### src/rtl/uart_rx_deserializer.sv
// 8N1 UART receiver: 2-flop synchronizer, 3-sample majority vote per bit cell,
// one-cycle valid / framing-error pulses and a BREAK state that waits for the idle line.
module uart_rx_deserializer #(
   parameter logic [19:0] P_BAUDRATE_DIV = 20'd108
) (
   input  logic       iCLOCK,
   input  logic       inRESET,
   input  logic       iUART_RXD,
   output logic       oRX_VALID,
   output logic [7:0] oRX_DATA,
   output logic       oRX_FRAMING_ERR,
   output logic       oRX_BUSY
);

   localparam logic [19:0] HALF = P_BAUDRATE_DIV >> 1;
   localparam logic [19:0] LAST = P_BAUDRATE_DIV - 20'd1;
   // Captures are taken one edge before the counter reaches H-1 and H, so the
   // registered values line up with the decision edge where the counter reaches H+1.
   localparam logic [19:0] CAP0 = HALF - 20'd2;
   localparam logic [19:0] CAP1 = HALF - 20'd1;

   typedef enum logic [2:0] {StIdle, StStart, StData, StStop, StBreak} state_e;

   state_e      state_q, state_d;
   logic        sync1_q, rxd_s;
   logic [19:0] cnt_q, cnt_d;
   logic [2:0]  idx_q, idx_d;
   logic [7:0]  shift_q, shift_d;
   logic        s0_q, s0_d, s1_q, s1_d;
   logic        start_bad_q, start_bad_d;
   logic [7:0]  data_q, data_d;
   logic        valid_q, valid_d;
   logic        ferr_q, ferr_d;
   logic        cell_wrap, decide, majority;

   always_ff @(posedge iCLOCK) begin
      if (!inRESET) begin
         sync1_q     <= 1'b1;
         rxd_s       <= 1'b1;
         state_q     <= StIdle;
         cnt_q       <= 20'd0;
         idx_q       <= 3'd0;
         shift_q     <= 8'h00;
         s0_q        <= 1'b1;
         s1_q        <= 1'b1;
         start_bad_q <= 1'b0;
         data_q      <= 8'h00;
         valid_q     <= 1'b0;
         ferr_q      <= 1'b0;
      end else begin
         sync1_q     <= iUART_RXD;
         rxd_s       <= sync1_q;
         state_q     <= state_d;
         cnt_q       <= cnt_d;
         idx_q       <= idx_d;
         shift_q     <= shift_d;
         s0_q        <= s0_d;
         s1_q        <= s1_d;
         start_bad_q <= start_bad_d;
         data_q      <= data_d;
         valid_q     <= valid_d;
         ferr_q      <= ferr_d;
      end
   end

   always_comb begin
      state_d     = state_q;
      cnt_d       = cnt_q;
      idx_d       = idx_q;
      shift_d     = shift_q;
      s0_d        = s0_q;
      s1_d        = s1_q;
      start_bad_d = start_bad_q;
      data_d      = data_q;
      valid_d     = 1'b0;
      ferr_d      = 1'b0;
      cell_wrap   = (cnt_q == LAST);
      decide      = (cnt_q == HALF);
      majority    = (s0_q & s1_q) | (s0_q & rxd_s) | (s1_q & rxd_s);

      if (state_q == StStart || state_q == StData || state_q == StStop) begin
         cnt_d = cell_wrap ? 20'd0 : cnt_q + 20'd1;
         if (cnt_q == CAP0) s0_d = rxd_s;
         if (cnt_q == CAP1) s1_d = rxd_s;
      end

      unique case (state_q)
         StIdle: begin
            cnt_d       = 20'd0;
            idx_d       = 3'd0;
            start_bad_d = 1'b0;
            if (!rxd_s) state_d = StStart;
         end
         StStart: begin
            if (start_bad_q) begin
               state_d = StIdle;
               cnt_d   = 20'd0;
            end else begin
               if (decide) start_bad_d = majority;
               if (cell_wrap) begin
                  state_d = StData;
                  idx_d   = 3'd0;
               end
            end
         end
         StData: begin
            if (decide) shift_d = {majority, shift_q[7:1]};
            if (cell_wrap) begin
               if (idx_q == 3'd7) state_d = StStop;
               else idx_d = idx_q + 3'd1;
            end
         end
         StStop: begin
            // Decide at mid-cell and leave at once so an early next start edge is caught.
            if (decide) begin
               cnt_d = 20'd0;
               if (majority) begin
                  data_d  = shift_q;
                  valid_d = 1'b1;
                  state_d = StIdle;
               end else begin
                  ferr_d  = 1'b1;
                  state_d = StBreak;
               end
            end
         end
         StBreak: begin
            cnt_d = 20'd0;
            if (rxd_s) state_d = StIdle;
         end
         default: state_d = StIdle;
      endcase
   end

   assign oRX_VALID       = valid_q;
   assign oRX_DATA        = data_q;
   assign oRX_FRAMING_ERR = ferr_q;
   assign oRX_BUSY        = (state_q != StIdle);

endmodule

### config.mk
export PLATFORM = sky130hd
export DESIGN_NAME = uart_rx_deserializer
export DESIGN_NICKNAME = d
export VERILOG_FILES = /design/src/rtl/uart_rx_deserializer.sv
export SDC_FILE = /design/constraint.sdc
export NUM_CORES = 1
export LEC_CHECK = 0
export ABC_AREA = 1
export BUFFER_PORTS_ARGS = -buffer_cell sky130_fd_sc_hd__buf_2
export CAP_MARGIN = 30
export CELL_PAD_IN_SITES_DETAIL_PLACEMENT = 0
export CELL_PAD_IN_SITES_GLOBAL_PLACEMENT = 1
export CORE_UTILIZATION = 47
export CTS_CLUSTER_SIZE = 10
export DETAILED_ROUTE_END_ITERATION = 8
export GPL_ROUTABILITY_DRIVEN = 0
export HOLD_SLACK_MARGIN = 0.03
export PLACE_DENSITY_LB_ADDON = 0.1
export SLEW_MARGIN = 40
export SYNTH_ARGS = -nofsm -noshare
export SYNTH_HDL_FRONTEND = slang
export SYNTH_SLANG_ARGS = --single-unit
export TNS_END_PERCENT = 100
### constraint.sdc
create_clock -name iCLOCK -period 3.7 [get_ports iCLOCK]
set_input_delay 0 -clock iCLOCK [delete_from_list [all_inputs] [get_ports iCLOCK]]
set_output_delay 0 -clock iCLOCK [all_outputs]
set_load 0.01 [all_outputs]
==> flow_summary.yaml <==
critical_path:
  reg2regPathDepth: 8
  critical_path_required_ns: 3.95
  critPathLaunchType: "register"
  timing.setup.critical_path_class: "reg -> reg"
  end_kind: "register"
  max_fo_critical_path: 11
  worstSetupStartpoint: "state_q[1]$_SDFFE_PN0P_"
  worstPathArrival_ns: 2.14
  r2r-start: "state_q[1]$_SDFFE_PN0P_"
floorplan:
  io_pins: 14
  die_width_um: 74.2
  core_region_area_sq_um: 4880
  die_height_um: 74.2
  placementRows: 25
  fp.dieArea_sq_um: 5500
  start_util: 0.502
synthesis:
  synth_warnings: 0
  synth_cell_type_count: 34
  seq_area_frac_synth: 0.400
  synthTopCellsByArea: "dfxtp_1, nor2_1, nand2_1"
  netlist_area_before_placement_sq_um: 2450
  postSynthNetCount: 352
  syn-instance-count: 343
  netlist.area_leader.share: 0.400
  yosys_reg_bits: 49
  mean_instance_size_in_the_synthesized_netlist_sq_um: 7.14
  library_cell_with_the_largest_summed_area_after_synthesis: "dfxtp_1"
final_layout:
  fraction_of_final_layout_cells_with_drive_strength_greater_than_1: 0.123
  area_grow_syn2layout_pct: 8.84
  antenna-diode-count: 0
  nets: 365
power_and_ir_drop:
  sequential_cell_fraction_of_total_power: 0.417
  switching_share: 0.370
  combPwrFrac: 0.317
  total_switching_power_mw: 0.535
  power_density_nw_per_um2: 542
  power.internal_mw: 0.910
  cellLeakagePower_nw: 1.08
  pwr-share-clk: 0.267
  ir_drop_uv: 326
timing:
  tightest_slew_ns: 0.498
  count_of_endpoints_failing_setup_in_the_final_report: 0
  final.hold.worst_slack_ns: 0.0689
  slew-limit-headroom: 0.667
  finalHoldViolCount: 0
  final.setup.tns_ns: 0
  rsz0062_at_grt: "false"
  setup_slack_of_the_critical_path_after_layout_ns: 1.80
  count_of_final_max_slew_check_failures: 0
  timing.final.crit_share: 0.513
  max_freq_ghz: 0.527
  clock-skew-final_ns: 0.00481
  finalCriticalPeriod_ns: 1.90
placed_design:
  port-buffer-count: 13
  hpwl_um: 3590
  worst_case_setup_slack_after_placement_ns: 1.81
route:
  wirelength_um: 4750
  drtPass1Iterations: 4
  first_iter_violations: 125
  number_of_drc_violations_after_detailed_routing: 0
  via_count: 2044
  post_detailed_route_wirelength_per_cell_um: 11.2
  drt-vias-per-instance: 4.82
  antenna_left: 0
global_routing:
  grt_first_pass_wirelength_um: 8050
  grt_max_degree: 19
  gr-usage-all-layers: 0.192
  grt_antenna_before_repair: 0
  leftover_overflow_at_the_end_of_global_routing: 0
  grt_pass1_vias: 1720
clock_tree:
  maximum_root_to_sink_buffer_count: 2
  cts.sinks: 49
  clkSlewWorstSetupHoldPaths_ns: 0.09
  clk-insertion-delay-late_ns: 0.30
  clock_tree.htree_level_count: 2
  cts_root_buf: "clkbuf_8"
  cts_made_buffers: 5
  cts_tree: "yes"
outcome:
  outcome: "finished clean"
min_path:
  worst_hold_path_type: "in -> reg"
  worst_hold_path.num_cells: 2
  worst_min_path_start: "inRESET"
run:
  cap_viol_max_count: 0
-- worst paths after layout --
kind | endpoint | slack (ns)
max | cnt_q[16]$_SDFF_PN0_ | 1.80
min | s1_q$_SDFFE_PN1P_ | 0.07
max reg2reg | cnt_q[16]$_SDFF_PN0_ | 1.80
min reg2reg | rxd_s$_SDFF_PN1_ | 0.42
-- metal layers --
layer | part of all wire | vias to the layer above | wire (um) | track usage
li1 | - | 1113 | - | -
met3 | 0.037 | 4 | 174 | 0.0447
met5 | 0 | - | 0 | 0
met2 | 0.40 | 37 | 1900 | 0.269
met4 | 0.0080 | 0 | 38 | 0.0577
met1 | 0.56 | 890 | 2640 | 0.289
-- per-stage QoR --
| stage | std cells | area [sq um] | total power [mW] | util |
|---|---|---|---|---|
| 6_report | 424 | 2670 | 1.45 | 0.546 |
| 5_1_grt | 424 | 2670 | 1.56 | 0.546 |
| 4_1_cts | 424 | 2670 | 1.45 | 0.546 |
| 3_5_place_dp | 415 | 2540 | 1.07 | 0.521 |
| 3_3_place_gp | 415 | 2540 | 1.06 | 0.521 |
| 2_1_floorplan | 343 | 2450 | 0.991 | - |
-- state kept, by name (all words and copies together), names as in the netlist --
register and flops:
shift_q 8, state_q 3, s0_q 1, oRX_VALID 1, s1_q 1, rxd_s 1, sync1_q 1, oRX_FRAMING_ERR 1
start_bad_q 1, idx_q 3, oRX_DATA 8, cnt_q 20
-- power by group through the flow --
stage | Clock [mW] | Sequential, mW | Combinational, mW
final | 0.386 | 0.602 | 0.458
after global routing | 0.422 | 0.609 | 0.526
after CTS | 0.396 | 0.602 | 0.453
after detailed placement | 0 | 0.614 | 0.452
after global placement | 0 | 0.613 | 0.448
after floorplan | 0 | 0.605 | 0.386
-- cell type report --
type | count | area [sq um]
repair buffers | 14 | 75.1
well taps | 67 | 83.8
clock inverters | 3 | 46.3
clock buffers | 5 | 68.8
fillers | 514 | 2210
flip-flops and latches | 49 | 981
multi-input cells | 247 | 1260
inverters | 39 | 146
-- cell usage in the layout, fill, tap and decap left out, drive strengths merged --
| master | netlist | layout |
|---|---|---|
| clkbuf | 3 | 5 |
| a21oi | 7 | 7 |
| dfxtp | 49 | 49 |
| nand2 | 65 | 65 |
| o21ai | 7 | 7 |
| clkinvlp | 0 | 1 |
| nand4 | 9 | 9 |
| bufinv | 0 | 1 |
| nand3 | 20 | 20 |
| nor2 | 93 | 93 |
| o21a | 1 | 1 |
| or2 | 4 | 4 |
| o22ai | 1 | 1 |
| nor3b | 1 | 1 |
| buf | 5 | 13 |
| inv | 38 | 38 |
| a211oi | 8 | 8 |
| nand3b | 1 | 1 |
| nor4 | 1 | 1 |
| ha | 6 | 6 |
| dlygate4sd3 | 0 | 1 |
| nor3 | 13 | 13 |
| a31o | 1 | 1 |
| clkinv | 1 | 2 |
| xor2 | 9 | 9 |
-- critical path: stages, from the launching register on --
cell	delay, ns
dfxtp_1	0.44
nor2_2	0.08
nor2_2	0.38
nand2_1	0.23
nor3_4	0.30
nand3_1	0.16
nor2_1	0.11
nor2_1	0.05
nor2_1	0.08
-- cells by family (layout without fill, tap and decap cells) --
| group | count (synthesis) | count (layout) | share of synthesized area |
|---|---|---|---|
| adder cells (fa/ha/maj) | 6 | 6 | 0.0306 |
| flip-flops | 49 | 49 | 0.400 |
| XOR/XNOR | 9 | 9 | 0.0322 |
| buffers and inverters | 47 | 61 | 0.0832 |
| AND/OR/NAND/NOR | 207 | 207 | 0.383 |
| AO/OA/AOI/OAI | 25 | 25 | 0.0710 |
-- cell usage after synthesis --
master    instances
nand4_4           1
ha_1              6
or2_2             3
buf_4             1
a21oi_1           7
nand2_2           3
o21ai_4           1
nor3_1           12
nand4_1           8
nand3_2           1
o21ai_0           6
xor2_1            9
clkbuf_1          3
a211oi_2          2
nand3b_1          1
or2_0             1
o21a_1            1
nand2_1          62
inv_1            36
o22ai_1           1
nor2_2            4
dfxtp_1          49
nand3_1          19
nor3b_2           1
nor3_4            1
nor2_1           86
buf_6             3
clkinv_1          1
inv_2             2
a211oi_1          6
nor2_4            3
nor4_1            1
buf_2             1
a31o_2            1
-- what timing repair did --
| item | in CTS | in global routing |
|---|---|---|
| hold endpoints to repair | 1 | 0 |
| resized for setup | 0 | 0 |
| setup endpoints to repair | 0 | 0 |
| hold buffers | 1 | 0 |
| buffers inserted | 0 | 0 |
No activity file was read; power rests on OpenSTA's default activity.
